$ cat config.mk
export PLATFORM = sky130hd
export DESIGN_NAME = microprocessor_mc_control_fsm
export DESIGN_NICKNAME = d
export VERILOG_FILES = /design/src/rtl/microprocessor_mc_control_fsm.sv
export SDC_FILE = /design/constraint.sdc
export NUM_CORES = 1
export LEC_CHECK = 0
export CAP_MARGIN = 20
export CORE_MARGIN = 5
export CORE_UTILIZATION = 45
export DETAILED_ROUTE_END_ITERATION = 16
export PLACE_DENSITY = 0.73
export SYNTH_ARGS = -nofsm -noshare
export SYNTH_HDL_FRONTEND = slang
export SYNTH_SLANG_ARGS = --single-unit
$ cat constraint.sdc
create_clock -name clk -period 3.5 [get_ports clk]
set_input_delay 0.35 -clock clk [delete_from_list [all_inputs] [get_ports clk]]
set_output_delay 0.35 -clock clk [all_outputs]
set_load 0.05 [all_outputs]
$ cat src/rtl/microprocessor_mc_control_fsm.sv
// Multi-cycle control sequencer for the RV32I-subset core: one micro-step per clock,
// with req/ready handshakes to instruction and data memory, a stall timeout and a sticky trap.
module microprocessor_mc_control_fsm #(
    parameter int DATA_WIDTH  = 32,
    parameter int MEM_TIMEOUT = 16
) (
    input  logic                  clk,
    input  logic                  arst_n,
    input  logic [6:0]            opcode,
    input  logic                  alu_zero,
    input  logic                  imem_ready,
    input  logic                  dmem_ready,
    output logic                  imem_req,
    output logic                  dmem_req,
    output logic                  dmem_we,
    output logic                  ir_write,
    output logic                  pc_write,
    output logic [1:0]            pc_src,
    output logic                  reg_write,
    output logic                  memtoreg,
    output logic                  wb_pc4,
    output logic                  alu_src_b,
    output logic [1:0]            alu_op,
    output logic [3:0]            state,
    output logic                  trap,
    output logic [DATA_WIDTH-1:0] cycle_cnt,
    output logic [DATA_WIDTH-1:0] instret_cnt
);

    typedef enum logic [3:0] {
        S_FETCH    = 4'd0,
        S_DECODE   = 4'd1,
        S_EXEC_R   = 4'd2,
        S_EXEC_I   = 4'd3,
        S_MEM_ADDR = 4'd4,
        S_MEM_ACC  = 4'd5,
        S_WB       = 4'd6,
        S_BRANCH   = 4'd7,
        S_JAL      = 4'd8,
        S_TRAP     = 4'd9
    } state_t;

    localparam logic [6:0] OP_R     = 7'b0110011;
    localparam logic [6:0] OP_I     = 7'b0010011;
    localparam logic [6:0] OP_LOAD  = 7'b0000011;
    localparam logic [6:0] OP_STORE = 7'b0100011;
    localparam logic [6:0] OP_B     = 7'b1100011;
    localparam logic [6:0] OP_J     = 7'b1101111;

    localparam int SW = (MEM_TIMEOUT < 2) ? 1 : $clog2(MEM_TIMEOUT);
    localparam logic [SW-1:0] STALL_LIMIT = (MEM_TIMEOUT == 0) ? '0 : SW'(MEM_TIMEOUT - 1);

    state_t                  r_state;
    state_t                  w_next;
    logic [SW-1:0]           r_stall;
    logic                    r_memtoreg;
    logic [DATA_WIDTH-1:0]   r_cycle_cnt;
    logic [DATA_WIDTH-1:0]   r_instret_cnt;
    logic                    w_req;
    logic                    w_rdy;
    logic                    w_retire;
    logic                    w_is_store;

    assign w_is_store  = (opcode == OP_STORE);
    assign state       = r_state;
    assign cycle_cnt   = r_cycle_cnt;
    assign instret_cnt = r_instret_cnt;

    // Everything is qualified by arst_n so that asserting reset mid-access drops
    // requests and enables at once, even though the reset state is FETCH.
    always_comb begin
        w_next    = r_state;
        w_req     = 1'b0;
        w_rdy     = 1'b0;
        w_retire  = 1'b0;
        imem_req  = 1'b0;
        dmem_req  = 1'b0;
        dmem_we   = 1'b0;
        ir_write  = 1'b0;
        pc_write  = 1'b0;
        pc_src    = 2'b00;
        reg_write = 1'b0;
        memtoreg  = 1'b0;
        wb_pc4    = 1'b0;
        alu_src_b = 1'b0;
        alu_op    = 2'b00;
        trap      = 1'b0;
        if (arst_n) begin
            case (r_state)
                S_FETCH: begin
                    imem_req = 1'b1;
                    w_req    = 1'b1;
                    w_rdy    = imem_ready;
                    if (imem_ready) begin
                        ir_write = 1'b1;
                        pc_write = 1'b1;
                        pc_src   = 2'b00;
                        w_next   = S_DECODE;
                    end
                end
                S_DECODE: begin
                    case (opcode)
                        OP_R:              w_next = S_EXEC_R;
                        OP_I:              w_next = S_EXEC_I;
                        OP_LOAD, OP_STORE: w_next = S_MEM_ADDR;
                        OP_B:              w_next = S_BRANCH;
                        OP_J:              w_next = S_JAL;
                        default:           w_next = S_TRAP;
                    endcase
                end
                S_EXEC_R: begin
                    alu_op = 2'b10;
                    w_next = S_WB;
                end
                S_EXEC_I: begin
                    alu_src_b = 1'b1;
                    alu_op    = 2'b10;
                    w_next    = S_WB;
                end
                S_MEM_ADDR: begin
                    alu_src_b = 1'b1;
                    alu_op    = 2'b00;
                    w_next    = S_MEM_ACC;
                end
                S_MEM_ACC: begin
                    dmem_req = 1'b1;
                    dmem_we  = w_is_store;
                    w_req    = 1'b1;
                    w_rdy    = dmem_ready;
                    if (dmem_ready) begin
                        if (w_is_store) begin
                            w_next   = S_FETCH;
                            w_retire = 1'b1;
                        end else begin
                            w_next = S_WB;
                        end
                    end
                end
                S_WB: begin
                    reg_write = 1'b1;
                    memtoreg  = r_memtoreg;
                    w_retire  = 1'b1;
                    w_next    = S_FETCH;
                end
                S_BRANCH: begin
                    alu_op = 2'b01;
                    if (alu_zero) begin
                        pc_write = 1'b1;
                        pc_src   = 2'b01;
                    end
                    w_retire = 1'b1;
                    w_next   = S_FETCH;
                end
                S_JAL: begin
                    reg_write = 1'b1;
                    wb_pc4    = 1'b1;
                    pc_write  = 1'b1;
                    pc_src    = 2'b10;
                    w_retire  = 1'b1;
                    w_next    = S_FETCH;
                end
                S_TRAP: begin
                    trap   = 1'b1;
                    w_next = S_TRAP;
                end
                default: w_next = S_FETCH;
            endcase
            // A request stalled for MEM_TIMEOUT consecutive cycles overrides the normal flow.
            if ((MEM_TIMEOUT != 0) && w_req && !w_rdy && (r_stall == STALL_LIMIT)) begin
                w_next = S_TRAP;
            end
        end
    end

    always_ff @(posedge clk or negedge arst_n) begin
        if (!arst_n) begin
            r_state <= S_FETCH;
        end else begin
            r_state <= w_next;
        end
    end

    always_ff @(posedge clk or negedge arst_n) begin
        if (!arst_n) begin
            r_stall <= '0;
        end else if ((w_next != r_state) || !(w_req && !w_rdy)) begin
            r_stall <= '0;
        end else begin
            r_stall <= r_stall + 1'b1;
        end
    end

    always_ff @(posedge clk or negedge arst_n) begin
        if (!arst_n) begin
            r_memtoreg <= 1'b0;
        end else if ((r_state == S_MEM_ACC) && (w_next == S_WB)) begin
            r_memtoreg <= 1'b1;
        end else if (r_state == S_WB) begin
            r_memtoreg <= 1'b0;
        end
    end

    always_ff @(posedge clk or negedge arst_n) begin
        if (!arst_n) begin
            r_cycle_cnt   <= '0;
            r_instret_cnt <= '0;
        end else begin
            if (r_state != S_TRAP) begin
                r_cycle_cnt <= r_cycle_cnt + DATA_WIDTH'(1);
            end
            if (w_retire) begin
                r_instret_cnt <= r_instret_cnt + DATA_WIDTH'(1);
            end
        end
    end

endmodule

### After elaboration in Yosys (flattened, before gate mapping)

Index checks and enable logic that the tools add are counted.

* register bits: 73
* bits in latches: 0
* bits in writable memories: 0
* memory bits (read-only): 0
* input bits: 12
* output and inout bits: 82
* logic and storage cells: 90
* memories: 0

* add/subtract/negate cells: 3
* $mul: 0
* div/mod/pow operators: 0
* order comparisons: 0
* eq/ne operators: 19
* shift operators: 0
* muxes and demuxes: 47
* bitwise operators: 0
* reduce and logical (&&, ||, !) cells: 16

Operators by type and width (count)
* adder 32 x 1 -> 32 bit (second input constant): 2
* two-way mux 1 bit: 32
* one-hot mux 4 bit (6 select lines): 1
* equality test 4 x 3 -> 1 bit (second input constant): 5
* two-way mux 4 bit: 5
* one-hot mux 4 bit (5 select lines): 1
* equality test 7 x 6 -> 1 bit (second input constant): 2
* equality test 7 bit (second input constant): 2
* equality test 4 bit (second input constant): 3
* OR reduction 2 bit: 5
* equality test 4 x 2 -> 1 bit (second input constant): 2
* one-hot mux 2 bit (2 select lines): 2
* equality test 7 x 2 -> 1 bit (second input constant): 1
* equality test 7 x 5 -> 1 bit (second input constant): 1
* adder 4 x 1 -> 4 bit (second input constant): 1
* equality test 4 x 1 -> 1 bit (second input constant): 1
* logical AND 1 bit: 4
* logical NOT 4 bit: 1
* two-way mux 2 bit: 2
* != test 4 bit: 1
* != test 4 bit (second input constant): 1
* one-hot mux 1 bit (2 select lines): 2
* logical NOT 1 bit: 3
* two-way mux 3 bit: 1
* 4 further kinds: 4

### Logic depth before layout (Yosys ltp)

Gate-level depths: netlist (run 1).

* depth after elaboration: 11
* gate-level depth with buffers: 7
* mapped depth without buffers: 5

### Worst setup path after synthesis (run 1)

OpenSTA, ideal clock, no wires.

* path kind: register to output
* start: register r_state[0] (netlist: state[0])
* end: output port ir_write
* arrival: 2.864 ns
* data required time: 3.150 ns
* setup slack: 0.286 ns
* stages on the path, launching flop included: 7
* path buffers: 2
* path through: dfrtp_1 -> clkbuf_1 -> clkbuf_1 -> nor2_1 -> nand2_1 -> nor3_1 -> and2_1

* word-level cells in the longest chain between the ends: 3

Ends and longest elaborated chain
* from (decl): line 53 `state_t r_state;`
* from (signal assigned): line 179 `r_state <= w_next;`
* logical NOT 4 bit: line 89 `case (r_state)`
* two-way mux 1 bit: line 89
* two-way mux 1 bit: line 88 `if (arst_n) begin`
* to (decl): line 16 `output logic ir_write,`

Every way passes these cells.

### Worst setup path in the final report (run 1)

* start: register r_state[2] (netlist: state[2])
* end: output port dmem_we

* word-level cells in the longest chain between the ends: 3

Ends and longest elaborated chain
* equality test 4 x 3 -> 1 bit: line 89
* two-way mux 1 bit: line 89
* two-way mux 1 bit: line 88
* to (decl): line 15 `output logic dmem_we,`

Every way passes these cells.

==> results_dict.tcl, run 1 <==
set metrics [dict create \
    row_count 34 \
    cts_root_buf "clkbuf_8" \
    tns_ns 0 \
    drive_gt1_frac 0.0833 \
    synth_edf_count 0 \
    p_seq_frac 0.387 \
    crit_family "simple AND/OR/NAND/NOR gates" \
    holdBufCountCts 1 \
    path_class "reg2out" \
    htreeDepth 3 \
    ant_nets 0 \
    nets 490 \
    gp_congestion 0.822 \
    layout_commonest_cell "clkdlybuf4s50_1" \
    rsz0062_at_grt "false" \
    yosys_register_bits 73 \
    dpl-instance-area_mm2 0.00497 \
    die_h_um 104 \
    clkPwrFrac 0.259 \
    startpoint_type "flip-flop" \
    cts_buffer_depth 2 \
    netlist_instances 388 \
    grt_overflow_total 0 \
    hold_viol 0 \
    crit_chain "nor4bb_1 > nand2_1 > nor2_1 > clkdlybuf4s50_1" \
    wl_mm 9.64 \
    grtUsageTotal 0.177 \
    peakVddDrop_mv 0.459 \
    relSlewSlack 0.455 \
    postLayoutCellArea_mm2 0.00520 \
    cp_max_fo 21 \
    numClockSinks 73 \
    cp.arrival_ns 2.68 \
    ios 94 \
    postCtsSetupBuffers 0 \
    synth.distinct_cells 54 \
    cpMaxStageDelayCell "clkdlybuf4s50_1" \
    status "finished clean" \
    core_mm2 0.00868 \
    clkTransAtPathRegs_ns 0.08 \
    p_sw_frac 0.399 \
    syn_area_per_cell_um2 10.2 \
    total_leakage_power_uw 0.00217 \
    cts.repair.resized 0 \
    finClkSkew_ns 0.0129 \
    crit_buf_inv 1 \
    grt_max_degree 66 \
    syn_to_final_growth_pct 31.0 \
    dr.pass1.iters 4 \
    ys.flop_type "dfrtp_1" \
    multiInputGateArea_mm2 0.00202 \
    n_fill_cell 775 \
    worstMarginPinSlew_ns 0.817 \
    drc_errors 0 \
    synth-async-reset-ratio 1.00 \
    p_per_area_mw_per_mm2 547 \
    intPower_uw 1710 \
    slowest_delay_ns 0.81 \
    vias_per_cell 5.59 \
    tritoncts "yes" \
    p_sw_uw 1140 \
    grt_antenna_before_repair 0 \
    diodes 0 \
    first_global_vias 3313 \
    die-area_mm2 0.0108 \
    die_w_um 104 \
    portBuffers 93 \
    grt_first_pass_wirelength_mm 16.3 \
    clkLatencyLatePin_ns 0.33 \
    drv_slew 0 \
    cp.required_ns 3.15 \
    ff_latch_area_mm2 0.00183 \
    syn-cell-area_mm2 0.00397 \
    synth_seq_area_share 0.460 \
    cp-end-kind "output port" \
    fin_crit_sh 0.867 \
    start_util 0.457 \
    hold_class "reg2reg" \
    drt_iter0_drc 105 \
    maxCapViolations 0 \
    finalSetupViolCount 0 \
    pwr-share-comb 0.354 \
    final_cell_mix "clkdlybuf4s50_1 (91), dfrtp_1 (73), nand2_1 (34), xor2_1 (34), nand3_1 (31)" \
    vias 3288 \
    clock.fmax_mhz 330 \
    fin_crit_ns 3.03 \
    wl_per_cell_um 16.4 \
    postSynthNetCount 403 \
    dpl.hpwl_mm 6.81 \
    yosysWarnings 0 \
    cts_buffers 9 \
]
cell type report:
| type | count | share of cell area |
|---|---|---|
| multi-input cells | 285 | 0.388 |
| well taps | 108 | 0.0260 |
| clock buffers | 12 | 0.0279 |
| flip-flops and latches | 73 | 0.351 |
| repair buffers | 99 | 0.187 |
| inverters | 7 | 0.00505 |
| clock inverters | 4 | 0.0147 |
cell usage after synthesis (all sizes together) (2+ instances only):
master	n	area share
xor2	34	0.075
inv	7	0.0066
nand4bb	4	0.011
and4	6	0.013
nor4bb	2	0.0050
and2	8	0.013
nand4b	2	0.0044
ha	3	0.0095
o21ai	6	0.0076
dfrtp	73	0.46
nand2b	3	0.0047
nor2	15	0.014
a211oi	18	0.039
nand2	34	0.032
and3	8	0.013
nand3b	2	0.0038
or3	3	0.0060
or2	2	0.0032
xnor2	30	0.066
nand3	31	0.039
nor4	5	0.0079
buf	7	0.0098
o32a	2	0.0050
a21oi	7	0.0088
clkbuf	16	0.015
and3b	2	0.0044
nand4	22	0.035
nor4b	3	0.0082
a2111oi	9	0.036
nor3	9	0.011
per-layer routing:
metal	wire (um)	vias up	GRT usage
met4	68	0	0.0527
li1	-	1589	-
met2	4700	66	0.301
met3	394	4	0.0335
met1	4480	1629	0.227
met5	0	-	0
registers in the layout, summed over array words and instances (netlist names):
register and count:
cycle_cnt 32, instret_cnt 32, r_memtoreg 1, r_stall 4
state 4
logic make-up (layout without fill, tap and decap cells):
family,after synthesis,after routing,synth area share
buffers and inverters,30,122,0.0315
muxes,2,2,0.00536
xor gates and xnor gates,64,64,0.141
and+or+nand+nor,165,165,0.238
adders and majority gates,3,3,0.00946
AOI/OAI and AO/OA,51,51,0.114
DFF,73,73,0.460
worst paths after layout:
path                                       startpoint                           to  slack [ns]  depth (start not counted)
max                                state[2]$_DFF_PN0_                      dmem_we        0.47                          4
min                              r_stall[0]$_DFF_PN0_         r_stall[0]$_DFF_PN0_        0.47                          1
max reg2reg                instret_cnt[3]$_DFFE_PN0P_  instret_cnt[26]$_DFFE_PN0P_        1.16                          4
min reg2reg                      r_stall[0]$_DFF_PN0_         r_stall[0]$_DFF_PN0_        0.47                          1
max in group asynchronous                      arst_n     cycle_cnt[0]$_DFFE_PN0P_        1.87                          3
min in group asynchronous                      arst_n           state[0]$_DFF_PN0_        0.53                          2
power groups by stage:
| stage | registers [uW] | clock network [uW] | logic, uW |
|---|---|---|---|
| 6_report | 1100 | 737 | 1010 |
| 2_1_floorplan | 1300 | 0 | 479 |
| 5_1_grt | 1120 | 793 | 1080 |
| 4_1_cts | 1100 | 754 | 1020 |
| 3_3_place_gp | 1110 | 0 | 1000 |
| 3_5_place_dp | 1120 | 0 | 1020 |
worst register-to-register path, stage by stage, from the launching register on:
cell	delay, ns
dfrtp_1	0.61
and4_1	0.29
nand4_1	0.59
a2111oi_2	0.59
xor2_1	0.20
per-stage QoR:
step                      utilization  worst slack, ns  hold slack, ns  std cells  total power, uW
after global placement          0.573            0.747           0.247        571             2120
after global routing            0.599            0.311           0.491        588             2990
after floorplan                     -            0.286          0.0544        388             1780
final                           0.599            0.467           0.466        588             2850
after CTS                       0.599            0.474           0.470        588             2880
after detailed placement        0.573            0.685           0.247        571             2130
(Power assumes the default switching activity.)
==> run 2: changes to the inputs <==
--- a/config.mk
+++ b/config.mk
@@ -8,8 +8,10 @@
 export CAP_MARGIN = 20
 export CORE_MARGIN = 5
 export CORE_UTILIZATION = 45
+export CTS_CLUSTER_DIAMETER = 200
 export DETAILED_ROUTE_END_ITERATION = 16
 export PLACE_DENSITY = 0.73
+export SLEW_MARGIN = 20
 export SYNTH_ARGS = -nofsm -noshare
 export SYNTH_HDL_FRONTEND = slang
 export SYNTH_SLANG_ARGS = --single-unit
==> results of run 2 <==
Final layout, timing and power as in run 1 (identical DEF).
